`config.mk`:
```
export PLATFORM = sky130hd
export DESIGN_NAME = alu_flag_stage
export DESIGN_NICKNAME = d
export VERILOG_FILES = /design/src/rtl/alu_flag_stage_pkg.sv /design/src/rtl/alu_flag_stage_mul.sv /design/src/rtl/alu_flag_stage.sv
export SDC_FILE = /design/constraint.sdc
export NUM_CORES = 1
export LEC_CHECK = 0
export ABC_AREA = 1
export CAP_MARGIN = 20
export CORE_ASPECT_RATIO = 1.1
export CORE_MARGIN = 5
export CORE_UTILIZATION = 55
export CTS_CLUSTER_DIAMETER = 60
export DETAILED_ROUTE_END_ITERATION = 7
export PLACE_DENSITY = 0.74
export SYNTH_ARGS = -nofsm -noshare
export SYNTH_HDL_FRONTEND = slang
export SYNTH_SLANG_ARGS = --single-unit
```
`constraint.sdc`:
```
create_clock -name clk -period 5.6 [get_ports clk]
set_input_delay 1.12 -clock clk [delete_from_list [all_inputs] [get_ports clk]]
set_output_delay 1.12 -clock clk [all_outputs]
set_load 0.1 [all_outputs]
```
`src/rtl/alu_flag_stage_pkg.sv`:
```
// Shared opcode, flag-index and FSM-state definitions for the ALU flag stage.
package alu_flag_stage_pkg;

  typedef enum logic [2:0] {
    OP_ADD = 3'd0,
    OP_SUB = 3'd1,
    OP_AND = 3'd2,
    OP_OR  = 3'd3,
    OP_XOR = 3'd4,
    OP_SHL = 3'd5,
    OP_SHR = 3'd6,
    OP_MUL = 3'd7
  } op_e;

  localparam int FLAG_C = 3;
  localparam int FLAG_Z = 2;
  localparam int FLAG_S = 1;
  localparam int FLAG_V = 0;

  typedef enum logic [1:0] {
    ST_IDLE = 2'd0,
    ST_EXEC = 2'd1,
    ST_MUL  = 2'd2,
    ST_DONE = 2'd3
  } state_e;

endpackage

```
`src/rtl/alu_flag_stage_mul.sv`:
```
// Iterative unsigned shift-add multiplier: one partial product per cycle, WIDTH cycles.
module alu_mul_seq #(
  parameter int WIDTH = 16
) (
  input  logic                 clk,
  input  logic                 rst_n,
  input  logic                 start,
  input  logic [WIDTH-1:0]     a,
  input  logic [WIDTH-1:0]     b,
  output logic                 done,
  output logic [2*WIDTH-1:0]   product
);

  localparam int CW = $clog2(WIDTH + 1);

  logic [2*WIDTH-1:0] acc_q, acc_d, mcand_q, mcand_d, acc_step;
  logic [WIDTH-1:0]   mplier_q, mplier_d;
  logic [CW-1:0]      cnt_q, cnt_d;
  logic               run_q, run_d;

  // done/product reflect the final step combinationally so the caller
  // can register the product on the same edge that retires it.
  always_comb begin
    acc_step = acc_q + (mplier_q[0] ? mcand_q : '0);
    done     = run_q && (cnt_q == CW'(WIDTH - 1));
    product  = acc_step;
    acc_d    = acc_q;
    mcand_d  = mcand_q;
    mplier_d = mplier_q;
    cnt_d    = cnt_q;
    run_d    = run_q;
    if (start) begin
      acc_d    = '0;
      mcand_d  = {{WIDTH{1'b0}}, a};
      mplier_d = b;
      cnt_d    = '0;
      run_d    = 1'b1;
    end else if (run_q) begin
      acc_d    = acc_step;
      mcand_d  = mcand_q << 1;
      mplier_d = mplier_q >> 1;
      cnt_d    = cnt_q + 1'b1;
      if (done) run_d = 1'b0;
    end
  end

  always_ff @(posedge clk or negedge rst_n) begin
    if (!rst_n) begin
      acc_q    <= '0;
      mcand_q  <= '0;
      mplier_q <= '0;
      cnt_q    <= '0;
      run_q    <= 1'b0;
    end else begin
      acc_q    <= acc_d;
      mcand_q  <= mcand_d;
      mplier_q <= mplier_d;
      cnt_q    <= cnt_d;
      run_q    <= run_d;
    end
  end

endmodule

```
`src/rtl/alu_flag_stage.sv`:
```
// Multi-cycle ALU with {C,Z,S,V} flag generation and a one-cycle flag-register write strobe.
module alu_flag_stage
  import alu_flag_stage_pkg::*;
#(
  parameter int WIDTH = 16
) (
  input  logic             clk,
  input  logic             rst_n,
  input  logic             start,
  input  logic [2:0]       op,
  input  logic [WIDTH-1:0] a,
  input  logic [WIDTH-1:0] b,
  output logic             busy,
  output logic             done,
  output logic [WIDTH-1:0] result,
  output logic [3:0]       flags,
  output logic             flag_we
);

  localparam int SHW = $clog2(WIDTH);

  state_e             state_q, state_d;
  op_e                op_q, op_d;
  logic [WIDTH-1:0]   a_q, a_d, b_q, b_d, result_q, result_d;
  logic [3:0]         flags_q, flags_d;

  logic               mul_start, mul_done;
  logic [2*WIDTH-1:0] mul_prod;

  logic [WIDTH:0]     add_w, sub_w, shl_w, shr_w;
  logic [SHW-1:0]     sh;
  logic [WIDTH-1:0]   exec_res;
  logic               exec_c, exec_v;

  function automatic logic [3:0] mk_flags(input logic [WIDTH-1:0] r,
                                          input logic c, input logic v);
    mk_flags         = '0;
    mk_flags[FLAG_C] = c;
    mk_flags[FLAG_Z] = (r == '0);
    mk_flags[FLAG_S] = r[WIDTH-1];
    mk_flags[FLAG_V] = v;
  endfunction

  alu_mul_seq #(.WIDTH(WIDTH)) u_mul (
    .clk     (clk),
    .rst_n   (rst_n),
    .start   (mul_start),
    .a       (a),
    .b       (b),
    .done    (mul_done),
    .product (mul_prod)
  );

  // Shifts are widened by one bit so the last bit shifted out lands in a
  // fixed position; a zero shift naturally yields C=0.
  always_comb begin
    sh       = b_q[SHW-1:0];
    add_w    = {1'b0, a_q} + {1'b0, b_q};
    sub_w    = {1'b0, a_q} - {1'b0, b_q};
    shl_w    = {1'b0, a_q} << sh;
    shr_w    = {a_q, 1'b0} >> sh;
    exec_res = '0;
    exec_c   = 1'b0;
    exec_v   = 1'b0;
    case (op_q)
      OP_ADD: begin
        exec_res = add_w[WIDTH-1:0];
        exec_c   = add_w[WIDTH];
        exec_v   = (a_q[WIDTH-1] == b_q[WIDTH-1]) && (add_w[WIDTH-1] != a_q[WIDTH-1]);
      end
      OP_SUB: begin
        exec_res = sub_w[WIDTH-1:0];
        exec_c   = sub_w[WIDTH];
        exec_v   = (a_q[WIDTH-1] != b_q[WIDTH-1]) && (sub_w[WIDTH-1] != a_q[WIDTH-1]);
      end
      OP_AND: exec_res = a_q & b_q;
      OP_OR:  exec_res = a_q | b_q;
      OP_XOR: exec_res = a_q ^ b_q;
      OP_SHL: begin
        exec_res = shl_w[WIDTH-1:0];
        exec_c   = shl_w[WIDTH];
      end
      OP_SHR: begin
        exec_res = shr_w[WIDTH:1];
        exec_c   = shr_w[0];
      end
      default: ;
    endcase
  end

  always_comb begin
    state_d   = state_q;
    op_d      = op_q;
    a_d       = a_q;
    b_d       = b_q;
    result_d  = result_q;
    flags_d   = flags_q;
    mul_start = 1'b0;
    case (state_q)
      ST_IDLE: if (start) begin
        op_d = op_e'(op);
        a_d  = a;
        b_d  = b;
        if (op_e'(op) == OP_MUL) begin
          mul_start = 1'b1;
          state_d   = ST_MUL;
        end else begin
          state_d = ST_EXEC;
        end
      end
      ST_EXEC: begin
        result_d = exec_res;
        flags_d  = mk_flags(exec_res, exec_c, 1'b0) | {3'b000, exec_v};
        state_d  = ST_DONE;
      end
      ST_MUL: if (mul_done) begin
        result_d = mul_prod[WIDTH-1:0];
        flags_d  = mk_flags(mul_prod[WIDTH-1:0], |mul_prod[2*WIDTH-1:WIDTH], 1'b0);
        state_d  = ST_DONE;
      end
      ST_DONE: state_d = ST_IDLE;
      default: state_d = ST_IDLE;
    endcase
  end

  always_ff @(posedge clk or negedge rst_n) begin
    if (!rst_n) begin
      state_q  <= ST_IDLE;
      op_q     <= OP_ADD;
      a_q      <= '0;
      b_q      <= '0;
      result_q <= '0;
      flags_q  <= '0;
    end else begin
      state_q  <= state_d;
      op_q     <= op_d;
      a_q      <= a_d;
      b_q      <= b_d;
      result_q <= result_d;
      flags_q  <= flags_d;
    end
  end

  assign busy    = (state_q == ST_EXEC) || (state_q == ST_MUL);
  assign done    = (state_q == ST_DONE);
  assign flag_we = done;
  assign result  = result_q;
  assign flags   = flags_q;

endmodule
```
# Word-level counts from Yosys, hierarchy flattened

Cells that the tools add are included.
W data, S select, Z words.

Output and inout port bits: 23
Register bits: 143
Bits of input ports: 38
Word-level logic and storage cells: 78

Reductions and logical operators: 14
Bitwise logic cells: 4
Shift-type cells: 2
$add $sub $neg: 4
Multiplexer cells: 26
Equality and inequality tests: 17

Operators by type and width:

| kind                  | number |
|---|---|
| $mux W32              | 5 |
| $pmux W16 S7          | 1 |
| $mux W16              | 3 |
| $add A32 B32 Y32      | 1 |
| $logic_not A16 Y1     | 2 |
| $pmux W16 S2          | 1 |
| $add A16 B16 Y17      | 1 |
| $shl A16 B4 Y17       | 1 |
| $shr A17 B4 Y17       | 1 |
| $sub A16 B16 Y17      | 1 |
| $and A16 B16 Y16      | 1 |
| $or A16 B16 Y16       | 1 |
| $reduce_or A16 Y1     | 1 |
| $xor A16 B16 Y16      | 1 |
| $eq A3 B3 Y1 const B  | 4 |
| $mux W5               | 2 |
| $pmux W2 S4           | 1 |
| $pmux W4 S2           | 1 |
| $eq A3 B2 Y1 const B  | 2 |
| $mux W1               | 6 |
| $mux W2               | 3 |
| $reduce_and A2 Y1     | 3 |
| $add A5 B1 Y5 const B | 1 |
| $eq A5 B4 Y1 const B  | 1 |
| other kinds (15)      | 22 |

# Longest topological paths before layout

Gate-level depths: netlist (run 1).

Word-level depth: 6
Gate-level depth with buffers: 22
Gate-level depth less buffers: 20

# Modules after synthesis

A second synthesis (run 1) with hierarchy kept.

Cell total of the unflattened synthesis: 2024
Area total of the unflattened synthesis: 12669.7 sq um

Modules (own cells, without submodules):

| module         | times used | cells an instance | area each (sq um) |
|---|---|---|---|
| alu_flag_stage | 1          | 1110              | 6522.5 |
| alu_mul_seq    | 1          | 914               | 6147.1 |

# Worst setup path before layout (run 1)

Ideal clock, no wire load.

Kind: reg-to-output
Start: reg state_q[1]
End: out flag_we
Slack: 2.878 ns
Arrival: 1.602 ns
Data required time: 4.480 ns
Stages on the path, launching flop included: 3
Path through: dfrtp_1 > ha_1 > buf_4

Word-level cells in the longest chain between the ends: 1

RTL lines:

| what                   | RTL line              | source |
|---|---|---|
| start, declared        | alu_flag_stage.sv:22  | `state_e state_q, state_d;` |
| start signal, assigned | alu_flag_stage.sv:135 | `state_q <= state_d;` |
| $eq A2 B2 Y1           | alu_flag_stage.sv:145 | `assign done = (state_q == ST_DONE);` |
| end, declared          | alu_flag_stage.sv:17  | `output logic flag_we` |

Every way passes these cells.

# Final worst setup path (run 1)

Start: reg u_mul.mplier_q[0]
End: reg flags_q[3] (netlist: flags[3])

Word-level cells in the longest chain between the ends: 5

RTL lines:

| what                   | RTL line                 | source |
|---|---|---|
| start, declared        | alu_flag_stage_mul.sv:17 | `logic [WIDTH-1:0] mplier_q, mplier_d;` |
| start signal, assigned | alu_flag_stage_mul.sv:57 | `mplier_q <= mplier_d;` |
| $mux W32               | alu_flag_stage_mul.sv:24 | `acc_step = acc_q + (mplier_q[0] ? mcand_q : '0);` |
| $add A32 B32 Y32       | alu_flag_stage_mul.sv:24 |  |
| $reduce_or A16 Y1      | alu_flag_stage.sv:118    | `flags_d = mk_flags(mul_prod[WIDTH-1:0], \|mul_prod[2*WIDTH-1:WIDTH], 1'b0);` |
| $mux W4                | alu_flag_stage.sv:116    | `ST_MUL: if (mul_done) begin` |
| $pmux W4 S2            | alu_flag_stage.sv:99     | `case (state_q)` |
| end signal, assigned   | alu_flag_stage.sv:140    | `flags_q <= flags_d;` |
| end, declared          | alu_flag_stage.sv:25     | `logic [3:0] flags_q, flags_d;` |

Every way passes these cells. The select of a mux whose other input is x is not followed.
A chain may end at the register's enable or synchronous reset.

==> metrics, run 1 <==
outcome finished clean; Main synth FF type dfrtp_1; Seq/Total Area, Yosys 28.7%; FFs w/ async S/R, synth between 90% and 100%; Post-synth EDFFs 0; min Tclk post-route 3.74 ns; Max-Cap Viols 0; Final Instance Count excl. Fillers approximately 2,300; sequential power share 20.7%; drt first pass iters 5; DIE AREA 0.0256 sq mm; Crit-path slowest cell dfrtp_1; Fmax 0.267 GHz; Top Ports 61; most frequent CP cell nand2_1; Yosys warnings 0; Setup CP Type reg2reg; most frequent cells in the layout nand2_1 (686), inv_1 (300), nand3_1 (176); Global Route Usage Sum 33.2%; total wire length around 43 mm; Syn Area/Cell 6.22 sq um; CTS Buf Count 17; post-route core utilization 62.0%; Post-CTS Hold Buffers 0; FF/Latch Area 0.00355 sq mm; IO Port Bufs 60; first-pass GRT wire length 67.1 mm; Initial Utilization between 50% and 60%; CTS root buf clkbuf_16; Worst-Skew Late Latency 0.44 ns; switching share of power between 50% and 60%; Rel. slew slack 28.2%; layout cell share with drive strength beyond 1 about 2.9%; initial antenna violation count 0; DP Cell Count 2,282; clk_skew 0.0193 ns; unrepaired setup endpoints after global routing false; CTS tree built; Leak around 7.4 nW; post-synthesis cell count 1,988; CP max FO 33; initial DRC count ~1,600; Residual DRC 0; largest net degree at the start of global routing 102; RD Place Congestion 1.01; synthesized cell area between 0.01 and 0.015 sq mm; vias per std cell 5.65; row count 57; Synth cell types 37; routed via count 13,080; Worst Hold Class reg2reg; dpl ws 1.74 ns; Logic pwr share around 67%; Final ANT Viol Nets 0; total power 9.33 mW; CP required 5.92 ns; clk buf depth 2; GRT overflow 0; Net Sw Power 5.48 mW; biggest cell delay along the critical path 0.97 ns; # diodes 0; Slew Viols, Final 0; Nets 2,135; most common cell after layout, fill and taps aside nand2_1; reg2reg setup slack 1.86 ns; crit path capture type flip-flop; die height 167 um; crit-path cells nand2_1 > inv_1 > ha_1 > fa_1 > inv_1 > nor2_1 > nor2_1 > o21ai_0 > nand2_1 > nand2_1 > nand2_1 > nand3_1 > nand2_1 > nor2_1 > nand2_1 > nor2_1 > nand2_1 > nand2_1 > a21oi_1; Core Box Area 0.0221 sq mm; Startpoint Class flip-flop; H-tree depth 4; power per cell area 680 mW/mm^2; setup tns final 0 ns; postcts setup bufs 0; die boundary width 153 um; Worst Path Arrival roughly 4.1 ns; Int Pwr 3.84 mW; fin area 0.0137 sq mm; sinks on the clock net 142; Max VDD drop 0.000450 V; Post-DP Area 0.0131 sq mm; footprint of the multi-input gates approximately 0.0073 sq mm; clock share of power about 13%; DP HPWL approximately 34 mm; worst-margin pin slew 1.06 ns; hold_ws 0.480 ns; final number of setup-violating endpoints 0; synth-to-layout area growth 11.0%; fin crit share 66.8%; clock-pin slew on the worst setup and hold paths 0.07 ns; vias in the first global route 12,215; Layout fillers 2,146; final hold violation count 0; Syn Nets 2,117; wire length per cell 18.7 um; Yosys reg bits approximately 140; Setup WS post-layout 1.86 ns; post_cts resized 0
==> worst max-delay path: cells and delay by family (launching register included) <==
family	cells	cell delay, ns
buffers and inverters	2	0.21
DFF	1	0.97
and+or+nand+nor	13	1.45
adders and majority gates	2	0.60
AOI/OAI and AO/OA	2	0.38
==> power by group through the flow <==
stage | clock network, mW | logic (mW) | registers [mW]
2_1_floorplan | 0 | 4.02 | 2.15
3_3_place_gp | 0 | 5.98 | 1.91
3_5_place_dp | 0 | 6.04 | 1.92
4_1_cts | 1.20 | 6.06 | 1.91
5_1_grt | 1.25 | 6.80 | 1.97
6_report | 1.19 | 6.20 | 1.93
==> registers in the layout (all words and copies together), names as in the netlist <==
name / cells
u_mul.run_q: 1
state_q: 2
u_mul.acc_q: 32
u_mul.mcand_q: 32
op_q: 3
a_q: 16
flags: 4
b_q: 16
result: 15
u_mul.mplier_q: 16
u_mul.cnt_q: 5
==> cells in the mapped netlist, types with 3 or more instances <==
cell / number / area, sq um
o221ai_1: 10 / 87.6
a22o_1: 21 / 184
nor3_1: 17 / 85.1
buf_4: 3 / 22.5
xnor2_1: 9 / 78.8
inv_2: 9 / 33.8
buf_1: 4 / 15.0
inv_1: 300 / 1130
o22ai_1: 22 / 138
nand2_1: 686 / 2570
o211ai_1: 27 / 203
nand3_1: 176 / 881
o21bai_1: 5 / 37.5
a21oi_1: 80 / 400
o21ai_0: 107 / 536
clkbuf_1: 41 / 154
xor2_1: 11 / 96.3
dfrtp_1: 142 / 3550
ha_1: 88 / 1100
fa_1: 3 / 60.1
nand4_1: 12 / 75.1
and2_1: 7 / 43.8
buf_2: 23 / 115
nor2_1: 168 / 631
==> worst paths after layout <==
path / from / endpoint / cells after the start
worst max-delay path: u_mul.mplier_q[0]$_DFFE_PN0P_ / flags[3]$_DFFE_PN0P_ / 19
worst min-delay path: u_mul.acc_q[2]$_DFFE_PN0P_ / u_mul.acc_q[2]$_DFFE_PN0P_ / 2
worst max register to register: u_mul.mplier_q[0]$_DFFE_PN0P_ / flags[3]$_DFFE_PN0P_ / 19
worst min register to register: u_mul.acc_q[2]$_DFFE_PN0P_ / u_mul.acc_q[2]$_DFFE_PN0P_ / 2
max in group asynchronous: rst_n / a_q[1]$_DFFE_PN0P_ / 2
min in group asynchronous: rst_n / u_mul.cnt_q[3]$_DFFE_PN0P_ / 1
==> area by class of cell <==
type                            instances  area share, %
Inverter                              310           8.48
Clock buffer                           17           3.10
Tap cell                              295           2.69
Sequential cell                       142           25.9
Multi-Input combinational cell       1464           53.5
Clock inverter                         15           1.33
Timing Repair Buffer                   71           4.99
==> kinds of logic after synthesis <==
group,Yosys count,share of synthesized area (%)
compound gates,280,13.3
flops,142,28.7
xor+xnor,20,1.42
buf+inv,382,12.0
simple gates,1073,35.1
fa+ha+maj,91,9.39
==> metal layers <==
| metal | routed length (um) | part of all wire (%) | up-vias | GRT usage (%) |
|---|---|---|---|---|
| li1 | - | - | 6348 | - |
| met1 | 19100 | 44 | 6019 | 47.4 |
| met2 | 18700 | 43 | 621 | 50.7 |
| met3 | 3770 | 8.7 | 92 | 5.70 |
| met4 | 1670 | 3.9 | 0 | 12.7 |
| met5 | 0 | 0 | - | 0 |
Power figures use the tool's default switching activity.
==> inputs of run 2 (changes only) <==
clock period = 3.79 ns   (was 5.6 ns; I/O delays follow)
==> metrics, run 2 (synthesized netlist as in run 1, its figures left out) <==
outcome finished clean; Slew Viols, Final 0; CP max FO 9; vias per std cell 5.79; Worst Path Arrival 3.55 ns; clock-pin slew on the worst setup and hold paths 0.08 ns; biggest regs u_mul.acc_q: 32 flops, u_mul.mcand_q: 32 flops; Startpoint Class flip-flop; H-tree depth 4; initial antenna violation count 0; Final Instance Count excl. Fillers 2,327; unrepaired setup endpoints after global routing false; Final ANT Viol Nets 0; post_cts resized 0; Worst-Skew Late Latency 0.43 ns; Max VDD drop 0.000550 V; crit path capture type flip-flop; initial DRC count 1,654; die boundary width 153 um; setup tns final 0 ns; worst-margin pin slew around 1.0 ns; RR Startpoint a_q[4]$_DFFE_PN0P_; RD Place Congestion 1.06; clk buf depth 2; CTS root buf clkbuf_16; Post-CTS Hold Buffers 0; final number of setup-violating endpoints 0; sinks on the clock net 142; Residual DRC 0; Initial Utilization 55.9%; vias in the first global route between 10,000 and 15,000; most frequent cells in the layout nand2_1 (686), inv_1 (300), nand3_1 (176); Top Ports 61; most common cell after layout, fill and taps aside nand2_1; DP Cell Count 2,296; final hold violation count 0; CTS Buf Count 17; power per cell area 1010 mW/mm^2; CTS tree built; clk_skew approximately 0.016 ns; Reg2Reg Capture Point flags[2]$_DFFE_PN0P_; Global Route Usage Sum 34.4%; total wire length 45.1 mm; hold_ws 0.385 ns; fin crit share 84.4%; # diodes 0; DP HPWL between 30 and 40 mm; Fmax 0.313 GHz; Leak 7.51 nW; Core Box Area between 0.02 and 0.025 sq mm; wire length per cell roughly 19 um; IO Port Bufs 60; layout cell share with drive strength beyond 1 3.59%; postcts setup bufs 0; R2R depth 15; CP required 4.14 ns; routed via count 13,479; first-pass GRT wire length 69.6 mm; Worst Hold Class in2async; Max-Cap Viols 0; drt first pass iters 6; row count 57; synth-to-layout area growth 11.6%; largest net degree at the start of global routing 93; Rel. slew slack 33.2%; Nets 2,149; reg2reg setup slack about 0.6 ns; GRT overflow 0; DIE AREA about 0.026 sq mm; min Tclk post-route 3.20 ns; die height 167 um; Setup CP Type reg2reg; CP startpoint a_q[4]$_DFFE_PN0P_
==> run 2: cell count changes in the layout (fill, tap and decap cells not counted) <==
| cell | delta |
|---|---|
| buf_12 | +2 |
| buf_4 | +13 |
| clkbuf_8 | +1 |
| clkdlybuf4s50_1 | -1 |
| clkinv_2 | +2 |
| clkinv_8 | -4 |
| clkinvlp_4 | -1 |
| inv_12 | -1 |
| inv_6 | +3 |
| inv_8 | -1 |
==> run 2: critical path: stages (launching register included) <==
cell and delay (ns):
dfrtp_1 0.52, inv_1 0.16, ha_1 0.45, nor2_1 0.32, nand3_1 0.12, nand3_1 0.26, nand2_1 0.12, nand2_1 0.07
nand2_1 0.05, nand3_1 0.13, nand3_1 0.25, nor2_1 0.19, nand2_1 0.08, nor2_1 0.11, nand3_1 0.10, a21oi_1 0.18
==> run 2: layout make-up <==
class,instances,area [sq um]
fillers,2084,8320
multi-input cells,1464,7340
flip-flops and latches,142,3550
inverters,310,1160
repair buffers,85,812
clock buffers,18,439
well taps,295,369
clock inverters,13,119
==> run 2: how the worst max path moves through the flow <==
| stage | cells past startpoint | slack (ns) | to |
|---|---|---|---|
| 6_report | 15 | 0.59 | flags[2]$_DFFE_PN0P_ |
| 5_1_grt | 20 | 0.30 | flags[3]$_DFFE_PN0P_ |
| 4_1_cts | 20 | 0.67 | flags[3]$_DFFE_PN0P_ |
| 3_5_place_dp | 20 | 0.67 | flags[3]$_DFFE_PN0P_ |
| 3_3_place_gp | 20 | 0.79 | flags[3]$_DFFE_PN0P_ |
| 2_1_floorplan | 22 | 1.13 | flags[3]$_DFFE_PN0P_ |
==> run 2: layer usage <==
layer | part of all wire [%] | vias to the layer above | wire, um | GRT usage, %
met5 | 0 | - | 0 | 0
met4 | 3.7 | 0 | 1660 | 10.5
met3 | 10 | 123 | 4540 | 6.04
met2 | 43 | 745 | 19400 | 53.3
met1 | 43 | 6240 | 19400 | 49.5
li1 | - | 6371 | - | -
==> run 2: report_power, final <==
part           total [mW]  internal [mW]  switching (mW)
Combinational        9.45           2.70            6.75
Sequential           2.89           2.17           0.714
Clock                1.66          0.884           0.776
==> run 2: metrics by stage <==
stage	worst slack (ns)	cell area, sq um	power [mW]	utilization [%]
floorplan	1.13	12400	9.12	-
global placement	0.790	13200	11.9	59.9
detailed placement	0.675	13200	12.0	59.9
CTS	0.672	13800	13.7	62.4
global route	0.302	13800	14.9	62.4
finish	0.590	13800	14.0	62.4
